<file path="src/rtl/disparity_select.sv">
// Picks the lowest-cost candidate (cost = g2sum - 2*fg) out of each window of NCAND
// candidates, skipping low-texture ones, and holds the result until the consumer takes it.
module disparity_select #(
   parameter int          NCAND    = 4,
   parameter logic [10:0] MIN_GSUM = 11'd0,
   localparam int         CW       = (NCAND > 1) ? $clog2(NCAND) : 1
) (
   input  logic          clk,
   input  logic          rst_n,
   input  logic          frame_start,
   input  logic          in_valid,
   output logic          in_ready,
   input  logic [13:0]   g2sum,
   input  logic [10:0]   gsum,
   input  logic [13:0]   fg,
   input  logic [5:0]    place,
   output logic          out_valid,
   input  logic          out_ready,
   output logic [5:0]    best_place,
   output logic [CW-1:0] best_idx,
   output logic [15:0]   best_cost,
   output logic          no_match,
   output logic          overrun
);

   typedef enum logic {COLLECT, HOLD} state_t;

   state_t         state, state_next;
   logic [CW-1:0]  cnt;
   logic           found;
   logic           accept;
   logic           last;
   logic           eligible;
   logic           release_now;
   logic [11:0]    gsum_diff;
   logic [15:0]    cost;

   assign in_ready  = (state == COLLECT);
   assign out_valid = (state == HOLD);
   assign no_match  = out_valid & ~found;

   assign accept      = in_valid & in_ready & ~frame_start;
   assign last        = (cnt == CW'(NCAND - 1));
   assign release_now = frame_start | (out_valid & out_ready);

   // Borrow out of gsum - MIN_GSUM means gsum is below the texture threshold.
   assign gsum_diff = {1'b0, gsum} - {1'b0, MIN_GSUM};
   assign eligible  = ~gsum_diff[11];
   assign cost      = {2'b00, g2sum} - {1'b0, fg, 1'b0};

   always_ff @(posedge clk or negedge rst_n) begin
      if (!rst_n) state <= COLLECT;
      else        state <= state_next;
   end

   always_comb begin
      state_next = state;
      case (state)
         COLLECT: if (accept && last) state_next = HOLD;
         HOLD:    if (out_ready)      state_next = COLLECT;
         default: state_next = COLLECT;
      endcase
      if (frame_start) state_next = COLLECT;
   end

   // Running best; strict less-than keeps the earliest index on a tie.
   always_ff @(posedge clk or negedge rst_n) begin
      if (!rst_n) begin
         cnt        <= '0;
         found      <= 1'b0;
         best_place <= '0;
         best_idx   <= '0;
         best_cost  <= 16'h7FFF;
         overrun    <= 1'b0;
      end else begin
         if (in_valid && !in_ready && !frame_start) overrun <= 1'b1;
         if (release_now) begin
            cnt        <= '0;
            found      <= 1'b0;
            best_place <= '0;
            best_idx   <= '0;
            best_cost  <= 16'h7FFF;
         end else if (accept) begin
            cnt   <= last ? '0 : cnt + 1'b1;
            found <= found | eligible;
            if (eligible && ($signed(cost) < $signed(best_cost))) begin
               best_place <= place;
               best_idx   <= cnt;
               best_cost  <= cost;
            end
         end
      end
   end

endmodule

</file>
<file path="config.mk">
export PLATFORM = sky130hd
export DESIGN_NAME = disparity_select
export DESIGN_NICKNAME = d
export VERILOG_FILES = /design/src/rtl/disparity_select.sv
export SDC_FILE = /design/constraint.sdc
export NUM_CORES = 1
export LEC_CHECK = 0
export CORE_ASPECT_RATIO = 1.1
export CORE_MARGIN = 2
export CORE_UTILIZATION = 45
export CTS_BUF_LIST = sky130_fd_sc_hd__clkbuf_8
export CTS_CLUSTER_DIAMETER = 40
export DETAILED_ROUTE_END_ITERATION = 8
export PLACE_DENSITY = 0.8
export SYNTH_ARGS = -nofsm -noshare
export SYNTH_HDL_FRONTEND = slang
export SYNTH_SLANG_ARGS = --single-unit
</file>
<file path="constraint.sdc">
create_clock -name clk -period 3.7 [get_ports clk]
set_clock_uncertainty 0.05 [all_clocks]
set_input_delay 0.37 -clock clk [delete_from_list [all_inputs] [get_ports clk]]
set_output_delay 0.37 -clock clk [all_outputs]
set_load 0.05 [all_outputs]
</file>
==> impl_results.md, run 1 <==
- Status: finished, violations left
- Failing checks: negative setup slack
- Average instance area after synthesis: 9.59 µm²
- First-pass DRT Iterations: 4
- CTS Buffer Depth: 2
- Synth Cell Area: 2190 µm²
- WS Path Type: input port to register
- Layout area overhead: 70.3%
- Filler instances: 277
- Layout cells sized above 1: 0.362
- CTS tree: done
- Routability Congestion: 0.880
- Maximum fanout along the worst path: 7
- Final std cells w/o fill: 399
- Post-DR vias/cell: 5.70
- HPWL after DPL: 4.22 mm
- Worst-skew pair later-pin latency: 0.29 ns
- Measured slew at the worst slew-check pin: 0.582 ns
- #FFs+latches synth: 29
- Pwr Density: 449 nW/µm²
- Placed Area: 3150 µm²
- Worst R2R Start: best_cost[1]$_DFFE_PN1P_
- Clk pwr share: 0.176
- CP Launch Type: input port
- Final Slew Violations: 0
- Reg2reg setup slack: 1.07 ns
- Io pins: 78
- Area taken by multi-input logic gates: 1670 µm²
- Combinational power share: 0.572
- Fmax: 0.264 GHz
- Final ANT Viol Nets: 0
- Pint: 983 µW
- Total track usage: 0.227
- Total core area: 4650 µm²
- Placed cells: 382
- Initial antenna violation count: 0
- Sequential Power Share: 0.252
- Routed WL per cell: 17.8 µm
- Die height: 77.1 µm
- Reg2Reg Depth: 8
- Synth warn: 0
- Post-Route WL: 7.11 mm
- Fin. Hold Viols: 0
- Number of global-route vias before repair: 2172
- Iteration-0 DRC Markers: 90
- Die ar.: 5430 µm²
- Register area share after synthesis: 0.341
- P_sw: 690 µW
- Post-synthesis cell type count: 46
- Register Area: 744 µm²
- Port bufs: 66
- First-pass GRT wire length: 9.92 mm
- Layout Utilization: 0.800
- Synth Instances: 228
- Final setup TNS: -1.29 ns
- Crit-path cells: clkdlybuf4s50_1 -> ha_4 -> a21o_1 -> a21oi_2 -> a21boi_2 -> o41ai_2 -> xnor2_1 -> ha_1 -> and4_4 -> and3_4 -> nand3_4 -> o21ai_4 -> mux2i_4 -> buf_6 -> a2bb2oi_2
- Worst r2r dst: best_place[3]$_DFFE_PN0P_
- Largest net degree at the start of global routing: 30
- Mapped Nets: 308
- Total chip power: 1.67 mW
- CP max-delay cell: clkdlybuf4s50_1
- Max_cap viols: 0
- Clk sinks: 29
- CP Data Arrival Time: 3.96 ns
- Prevailing post-synth register cell: dfstp_2
- CTS Buf Count: 5
- PnR worst setup slack: -0.0864 ns
- Number of nets in the layout: 422
- Clk pin slew, worst setup/hold paths: 0.06 ns
- Via count: 2273
- Critical Path RT: 3.87 ns
- DRC: 0
- Total grt overflow: 0
- Worst Setup End Kind: register
- Delay of the slowest cell on the worst path: 0.53 ns
- CTS root buffer: clkbuf_8
- Hold Path Class: input port to asynchronous set/reset pin
- N_diodes: 0
- Final setup fails: 24
- Peak supply drop: 0.000178 V
- Tcrit/Tclk final: 1.02
- Cell area after layout: 3720 µm²
- Sw frac: 0.412
- CTS Hold Buffers Added: 0
- Slew margin rel.: 0.609
- Async S/R FF share, synth: 1.00
- H-Tree Depth: 2
- Die Wd: 70.5 µm
- Starting density of the core: 0.470
- Number of synthesized flops with an enable pin: 0
- Min cycle time layout: 3.79 ns
- P_leak: 1.79 nW
- Number of rows in the core area: 26
==> synthesized netlist by cell type, drive strengths merged, types with 4 or more instances <==
cell     count  area share
inv         34       0.058
ha          29        0.17
dfstp       15        0.18
a21oi       14       0.032
dfrtp       14        0.16
a2bb2oi     13       0.055
nand2       12       0.021
nor2        12       0.021
a22o         9       0.036
xnor2        9       0.036
a21o         6       0.021
buf          6       0.025
o21ai        6       0.015
a31oi        4       0.011
nor3         4      0.0092
==> worst max path at each step <==
stage | start | endpoint | cells after the start
2_1_floorplan | g2sum[1] | best_idx[0]$_DFFE_PN0P_ | 16
3_3_place_gp | g2sum[1] | best_place[4]$_DFFE_PN0P_ | 16
3_5_place_dp | g2sum[1] | best_idx[0]$_DFFE_PN0P_ | 16
4_1_cts | fg[7] | best_cost[7]$_DFFE_PN1P_ | 17
5_1_grt | fg[4] | best_cost[5]$_DFFE_PN1P_ | 16
6_report | g2sum[5] | best_cost[7]$_DFFE_PN1P_ | 15
==> timing repair <==
item,4_1_cts,5_1_grt
resized for setup,40,34
pin swaps,14,27
setup buffers,2,4
cloned,2,1
setup endpoints to repair,24,24
endpoints found under the hold margin,0,0
==> sequential cells by signal (all words and copies together) (netlist names) <==
name        count
best_idx        2
found           1
best_place      6
out_valid       1
cnt             2
best_cost      16
overrun         1
==> per-layer routing <==
metal | routed length (µm) | GRT usage | vias up
met3 | 328 | 0.0368 | 22
met1 | 2700 | 0.250 | 1107
li1 | - | - | 1051
met4 | 212 | 0.0827 | 0
met2 | 3870 | 0.429 | 93
met5 | 0 | 0 | -
==> final cells by class <==
cell class / count / area share
clock buffers: 7 / 0.0259
clock inverters: 1 / 0.00134
inverters: 34 / 0.0343
multi-input cells: 162 / 0.450
flip-flops and latches: 29 / 0.200
well taps: 56 / 0.0188
repair buffers: 110 / 0.270
==> placed cells by master (no fill, tap or decap), types with 2 or more instances in the layout <==
cell and n:
nand2_1 12, o21ai_0 3, a2bb2oi_2 13, a21o_1 6
clkbuf_8 7, dlymetal6s2s_1 2, and2_1 2, buf_4 41
dfstp_2 15, nor3_1 3, o21a_1 2, a22o_1 9
nor2_1 12, o21ai_1 2, ha_1 22, xnor2_2 3
inv_1 32, a22oi_1 2, nand2b_1 3, a21boi_2 2
o31a_4 2, inv_2 2, a21oi_1 9, buf_6 3
o21bai_1 2, clkdlybuf4s50_1 62, dfrtp_1 14, a21oi_2 5
xnor2_1 6, ha_4 6, mux2_4 2, a31oi_4 3
o2111ai_4 2
==> metrics by stage <==
stage               hold WS, ns  setup WS [ns]
finish                    0.425        -0.0864
floorplan                0.0244         0.0720
detailed placement        0.415         -0.625
global placement          0.408         -0.485
CTS                       0.430       0.000796
global route              0.447         -0.178
==> power by group through the flow <==
stage | clock (mW) | sequential, mW | combinational [mW]
floorplan | 0 | 0.594 | 0.305
global placement | 0 | 0.423 | 0.733
detailed placement | 0 | 0.424 | 0.752
CTS | 0.295 | 0.419 | 0.849
global route | 0.312 | 0.426 | 1.01
finish | 0.295 | 0.421 | 0.956
==> logic make-up after synthesis <==
group           share of synthesized area
xor+xnor                           0.0441
simple gates                       0.0990
buf+inv                            0.0830
flops                               0.341
mux                               0.00973
fa+ha+maj                           0.175
compound gates                      0.248
==> worst max-delay path, delay by kind of cell <==
| kind | cells | cell delay (ns) |
|---|---|---|
| AND/OR/NAND/NOR | 3 | 0.51 |
| adder cells (fa/ha/maj) | 2 | 0.54 |
| AO/OA/AOI/OAI | 6 | 1.36 |
| XOR/XNOR | 1 | 0.16 |
| multiplexers | 1 | 0.32 |
| buffers and inverters | 2 | 0.71 |
No activity file was read; power rests on OpenSTA's default activity.
==> run 2, diff against run 1 <==
- DONT_BUFFER_PORTS: default -> 1
- GPL_ROUTABILITY_DRIVEN: default -> 0
- PLACE_DENSITY: 0.8 -> default
- clock period: 3.7 -> 4.3 ns (I/O delays scaled with it)
==> impl_results.md, run 2 (synthesized netlist as in run 1, its figures left out) <==
- Status: complete, no violations
- CTS root buffer: clkbuf_8
- Setup Buffers After CTS: 0
- Tcrit/Tclk final: 0.887
- Layout area overhead: 6.93%
- Most frequent cells in the layout: 35 x inv_1, 29 x ha_1, 15 x dfstp_2
- Hold Path Class: input port to register
- Total grt overflow: 0
- First-pass GRT wire length: 7.24 mm
- Critical Path RT: 4.41 ns
- Max_cap viols: 0
- HPWL after DPL: 3.33 mm
- Number of global-route vias before repair: 1612
- Io pins: 78
- Final setup TNS: 0 ns
- Die ar.: 5430 µm²
- Fmax: 0.262 GHz
- Largest regs: best_cost: 16 flops, best_place: 6 flops
- Port bufs: 0
- H-Tree Depth: 2
- CTS Buf Count: 5
- Via count: 1665
- Buf/Inv on CP: 1
- Placed Area: 2220 µm²
- Cell area after layout: 2340 µm²
- Pwr Density: 447 nW/µm²
- Post-cts sizing count: 0
- Cell mode on critical path: ha_1
- CP Launch Type: input port
- Peak supply drop: 0.000117 V
- Worst Setup End Kind: register
- Clk pin slew, worst setup/hold paths: 0.06 ns
- Total track usage: 0.165
- Measured slew at the worst slew-check pin: 0.874 ns
- Iteration-0 DRC Markers: 38
- Slew margin rel.: 0.415
- Fin. Hold Viols: 0
- Max FFs per register: 16
- WS Path Type: input port to register
- N_diodes: 0
- Final ANT Viol Nets: 0
- DRC: 0
- Final Slew Violations: 0
- Clk sinks: 29
- Post-Route WL: 4.35 mm
- Layout cells sized above 1: 0.140
- Total core area: 4650 µm²
- Final setup fails: 0
- CTS tree: done
- Initial antenna violation count: 0
- Min cycle time layout: 3.81 ns
- Crit-path cells: inv_1 -> ha_1 -> fa_1 -> nor2b_1 -> o2111ai_1 -> a21boi_0 -> o211ai_1 -> a21o_1 -> ha_1 -> and4_2 -> and3_2 -> nand3_1 -> o21ai_2 -> mux2_2 -> a22o_1
- Post-DR vias/cell: 5.72
- Maximum fanout along the worst path: 11
- P_leak: 1.24 nW
- Number of nets in the layout: 314
- Layout Utilization: 0.502
- Worst hold slack: 0.159 ns
- CTS Buffer Depth: 2
- Worst-skew pair later-pin latency: 0.28 ns
- Routed WL per cell: 15.0 µm
- Leading cell type in the layout, fill and taps excluded: inv_1
- CP Data Arrival Time: 3.93 ns
- First-pass DRT Iterations: 4
- Largest Register: best_cost
- Die Wd: 70.5 µm
- CP max-delay cell: mux2_2
- Number of rows in the core area: 26
- CTS Hold Buffers Added: 2
- Starting density of the core: 0.470
- RSZ-0062 raised after global routing: no
- Delay of the slowest cell on the worst path: 0.47 ns
- Cell family with most CP delay: compound AO/OA/AOI/OAI gates
- Largest net degree at the start of global routing: 30
- Die height: 77.1 µm
[run 2: worst paths after layout]
| path | from | end | slack [ns] | cells past startpoint |
|---|---|---|---|---|
| worst max-delay path | g2sum[1] | best_place[0]$_DFFE_PN0P_ | 0.49 | 15 |
| worst min-delay path | frame_start | found$_DFFE_PN0P_ | 0.16 | 1 |
| worst max register to register | best_cost[15]$_DFFE_PN0P_ | best_place[0]$_DFFE_PN0P_ | 1.59 | 8 |
| worst min register to register | found$_DFFE_PN0P_ | found$_DFFE_PN0P_ | 0.47 | 2 |
| max in group asynchronous | rst_n | best_cost[6]$_DFFE_PN1P_ | 3.42 | 2 |
| min in group asynchronous | rst_n | best_place[1]$_DFFE_PN0P_ | 0.55 | 2 |
[run 2: report_power, final]
group / internal (mW) / switching, mW
combinational: 0.145 / 0.171
clock: 0.109 / 0.103
sequential: 0.338 / 0.178
total: 0.592 / 0.452
[run 2: metrics by stage]
stage	cells	power (mW)	setup WS, ns
after global routing	291	1.11	0.192
after detailed placement	281	0.832	0.196
after CTS	291	1.06	0.473
after floorplan	228	0.773	0.539
final	291	1.04	0.486
after global placement	281	0.829	0.161
[run 2: worst reg2reg max path, stage by stage (launching register included)]
cell and delay, ns:
dfrtp_1 0.69, inv_1 0.09, ha_1 0.35, and4_2 0.23, and3_2 0.17, nand3_1 0.09
o21ai_2 0.23, mux2_2 0.47, a22o_1 0.22
[run 2: layer usage]
layer | track usage | routed length, µm
met1 | 0.201 | 1930
met2 | 0.278 | 2070
met3 | 0.0486 | 291
met4 | 0.0481 | 57
met5 | 0 | 0
[run 2: area by class of cell]
| type | instances | area [µm²] |
|---|---|---|
| clock buffers | 5 | 68.8 |
| clock inverters | 3 | 13.8 |
| fillers | 457 | 2310 |
| inverters | 34 | 128 |
| multi-input cells | 159 | 1260 |
| flip-flops and latches | 29 | 744 |
| well taps | 56 | 70.1 |
| repair buffers | 5 | 52.6 |
==> run 3, diff against run 2 <==
- CORE_ASPECT_RATIO: 1.1 -> 0.8
- CTS_BUF_LIST: sky130_fd_sc_hd__clkbuf_8 -> default
- SETUP_SLACK_MARGIN: default -> 0.5
==> impl_results.md, run 3 (synthesized netlist as in run 1, its figures left out) <==
- Largest net degree at the start of global routing: 30
- Setup Buffers After CTS: 0
- Critical Path RT: 4.42 ns
- WS Path Type: input port to register
- Pwr Density: 454 nW/µm²
- Die ar.: 5430 µm²
- Most used routing layer in global routing: met2
- Peak supply drop: 0.000196 V
- Tcrit/Tclk final: 0.838
- Final setup fails: 0
- Fin. Hold Viols: 0
- Clk pwr share: 0.228
- Combinational power share: 0.296
- Crit-path cells: inv_1 -> ha_1 -> fa_1 -> nor2b_2 -> o2111ai_1 -> a21boi_1 -> buf_4 -> o211ai_1 -> a21o_1 -> ha_4 -> and4_2 -> and3_2 -> nand3_1 -> o21ai_2 -> mux2_2 -> a22o_1
- Post-Route WL: 4.40 mm
- Most frequent cells in the layout: 34 x inv_1, 28 x ha_1, 15 x dfstp_2
- Buf/Inv on CP: 2
- Filler instances: 455
- Post-DR vias/cell: 5.51
- Levels on crit path: 16
- Total grt overflow: 0
- Measured slew at the worst slew-check pin: 0.895 ns
- Routed WL per cell: 14.9 µm
- Pint: 632 µW
- Grt met1 use: 0.247
- Starting density of the core: 0.473
- Cell family with most CP delay: compound AO/OA/AOI/OAI gates
- Sw frac: 0.419
- Maximum fanout along the worst path: 11
- Worst hold slack: 0.160 ns
- CTS tree: done
- Max_cap viols: 0
- Die Wd: 81.9 µm
- DRC: 0
- Layout area overhead: 9.39%
- Worst Hold Depth: 1
- Final Slew Violations: 0
- Register Area: 744 µm²
- H-Tree Depth: 2
- Max FFs per register: 16
- Fmax: 0.278 GHz
- First-pass DRT Iterations: 4
- Sequential Power Share: 0.475
- Final ANT Viol Nets: 0
- Initial antenna violation count: 0
- P_sw: 455 µW
- Hold Path Class: input port to register
- CP max-delay cell: mux2_2
- CP Launch Type: input port
- Via count: 1631
- HPWL after DPL: 3.45 mm
- RSZ-0062 raised after global routing: no
- Io pins: 78
- Total core area: 4620 µm²
- Clk pin slew, worst setup/hold paths: 0.07 ns
- Largest regs: best_cost: 16 flops, best_place: 6 flops
- Die height: 66.3 µm
- CTS root buffer: clkbuf_8
- Clk sinks: 29
- Layout cells sized above 1: 0.161
- GR Util met3: 0.0533
- Slew margin rel.: 0.401
- CP Data Arrival Time: 3.72 ns
- Status: complete, no violations
- Port bufs: 0
- Number of global-route vias before repair: 1537
- Final setup TNS: 0 ns
- Min cycle time layout: 3.60 ns
- CTS Buf Count: 5
- Leading cell type in the layout, fill and taps excluded: inv_1
- Number of nets in the layout: 315
- First-pass GRT wire length: 7.20 mm
- Met2 Usage GRT: 0.260
- Delay of the slowest cell on the worst path: 0.47 ns
- Total track usage: 0.175
- Worst Setup End Kind: register
- N_diodes: 0
- Reg2Reg Depth: 7
- Largest Register: best_cost
- Number of rows in the core area: 22
- Iteration-0 DRC Markers: 77
- Worst-skew pair later-pin latency: 0.28 ns
- Area taken by multi-input logic gates: 1280 µm²
- P_leak: 1.26 nW
- CTS Buffer Depth: 2
-- run 3: path summary, 6_finish.rpt --
kind | startpoint | to | slack, ns
max reg2reg | best_cost[1]$_DFFE_PN1P_ | best_place[0]$_DFFE_PN0P_ | 1.61
max | g2sum[1] | best_place[0]$_DFFE_PN0P_ | 0.70
min reg2reg | found$_DFFE_PN0P_ | found$_DFFE_PN0P_ | 0.47
min | frame_start | found$_DFFE_PN0P_ | 0.16
min in group asynchronous | rst_n | best_place[0]$_DFFE_PN0P_ | 0.53
max in group asynchronous | rst_n | best_cost[9]$_DFFE_PN1P_ | 3.42
-- run 3: area by class of cell --
cell class | count | area share
clock buffers | 7 | 0.0403
repair buffers | 6 | 0.0251
multi-input cells | 159 | 0.536
flip-flops and latches | 29 | 0.311
well taps | 60 | 0.0314
clock inverters | 1 | 0.00209
inverters | 34 | 0.0534
-- run 3: timing repair --
item / CTS / global route
endpoints found under the setup margin: 0 / 24
hold buffers: 2 / 0
gates resized for setup: 0 / 4
hold endpoints to repair: 29 / 0
-- run 3: power by group through the flow --
stage / Sequential, mW / Combinational (mW) / Clock [mW]
finish: 0.516 / 0.322 / 0.248
global placement: 0.521 / 0.306 / 0
global route: 0.523 / 0.375 / 0.271
detailed placement: 0.522 / 0.309 / 0
floorplan: 0.511 / 0.262 / 0
CTS: 0.518 / 0.321 / 0.256
-- run 3: layer usage --
layer  part of all wire  vias up
met5                  0        -
met4             0.0079        0
met3              0.078        5
met2               0.44       42
met1               0.47      754
li1                   -      830
-- run 3: metrics by stage --
stage / utilization / cell area, µm² / total power [mW] / setup WS [ns] / std cells
after global placement: 0.484 / 2240 / 0.827 / 0.341 / 286
after floorplan: - / 2190 / 0.773 / 0.539 / 228
after global routing: 0.517 / 2390 / 1.17 / 0.506 / 296
after CTS: 0.512 / 2370 / 1.09 / 0.562 / 296
final: 0.517 / 2390 / 1.09 / 0.698 / 296
after detailed placement: 0.484 / 2240 / 0.831 / 0.269 / 286
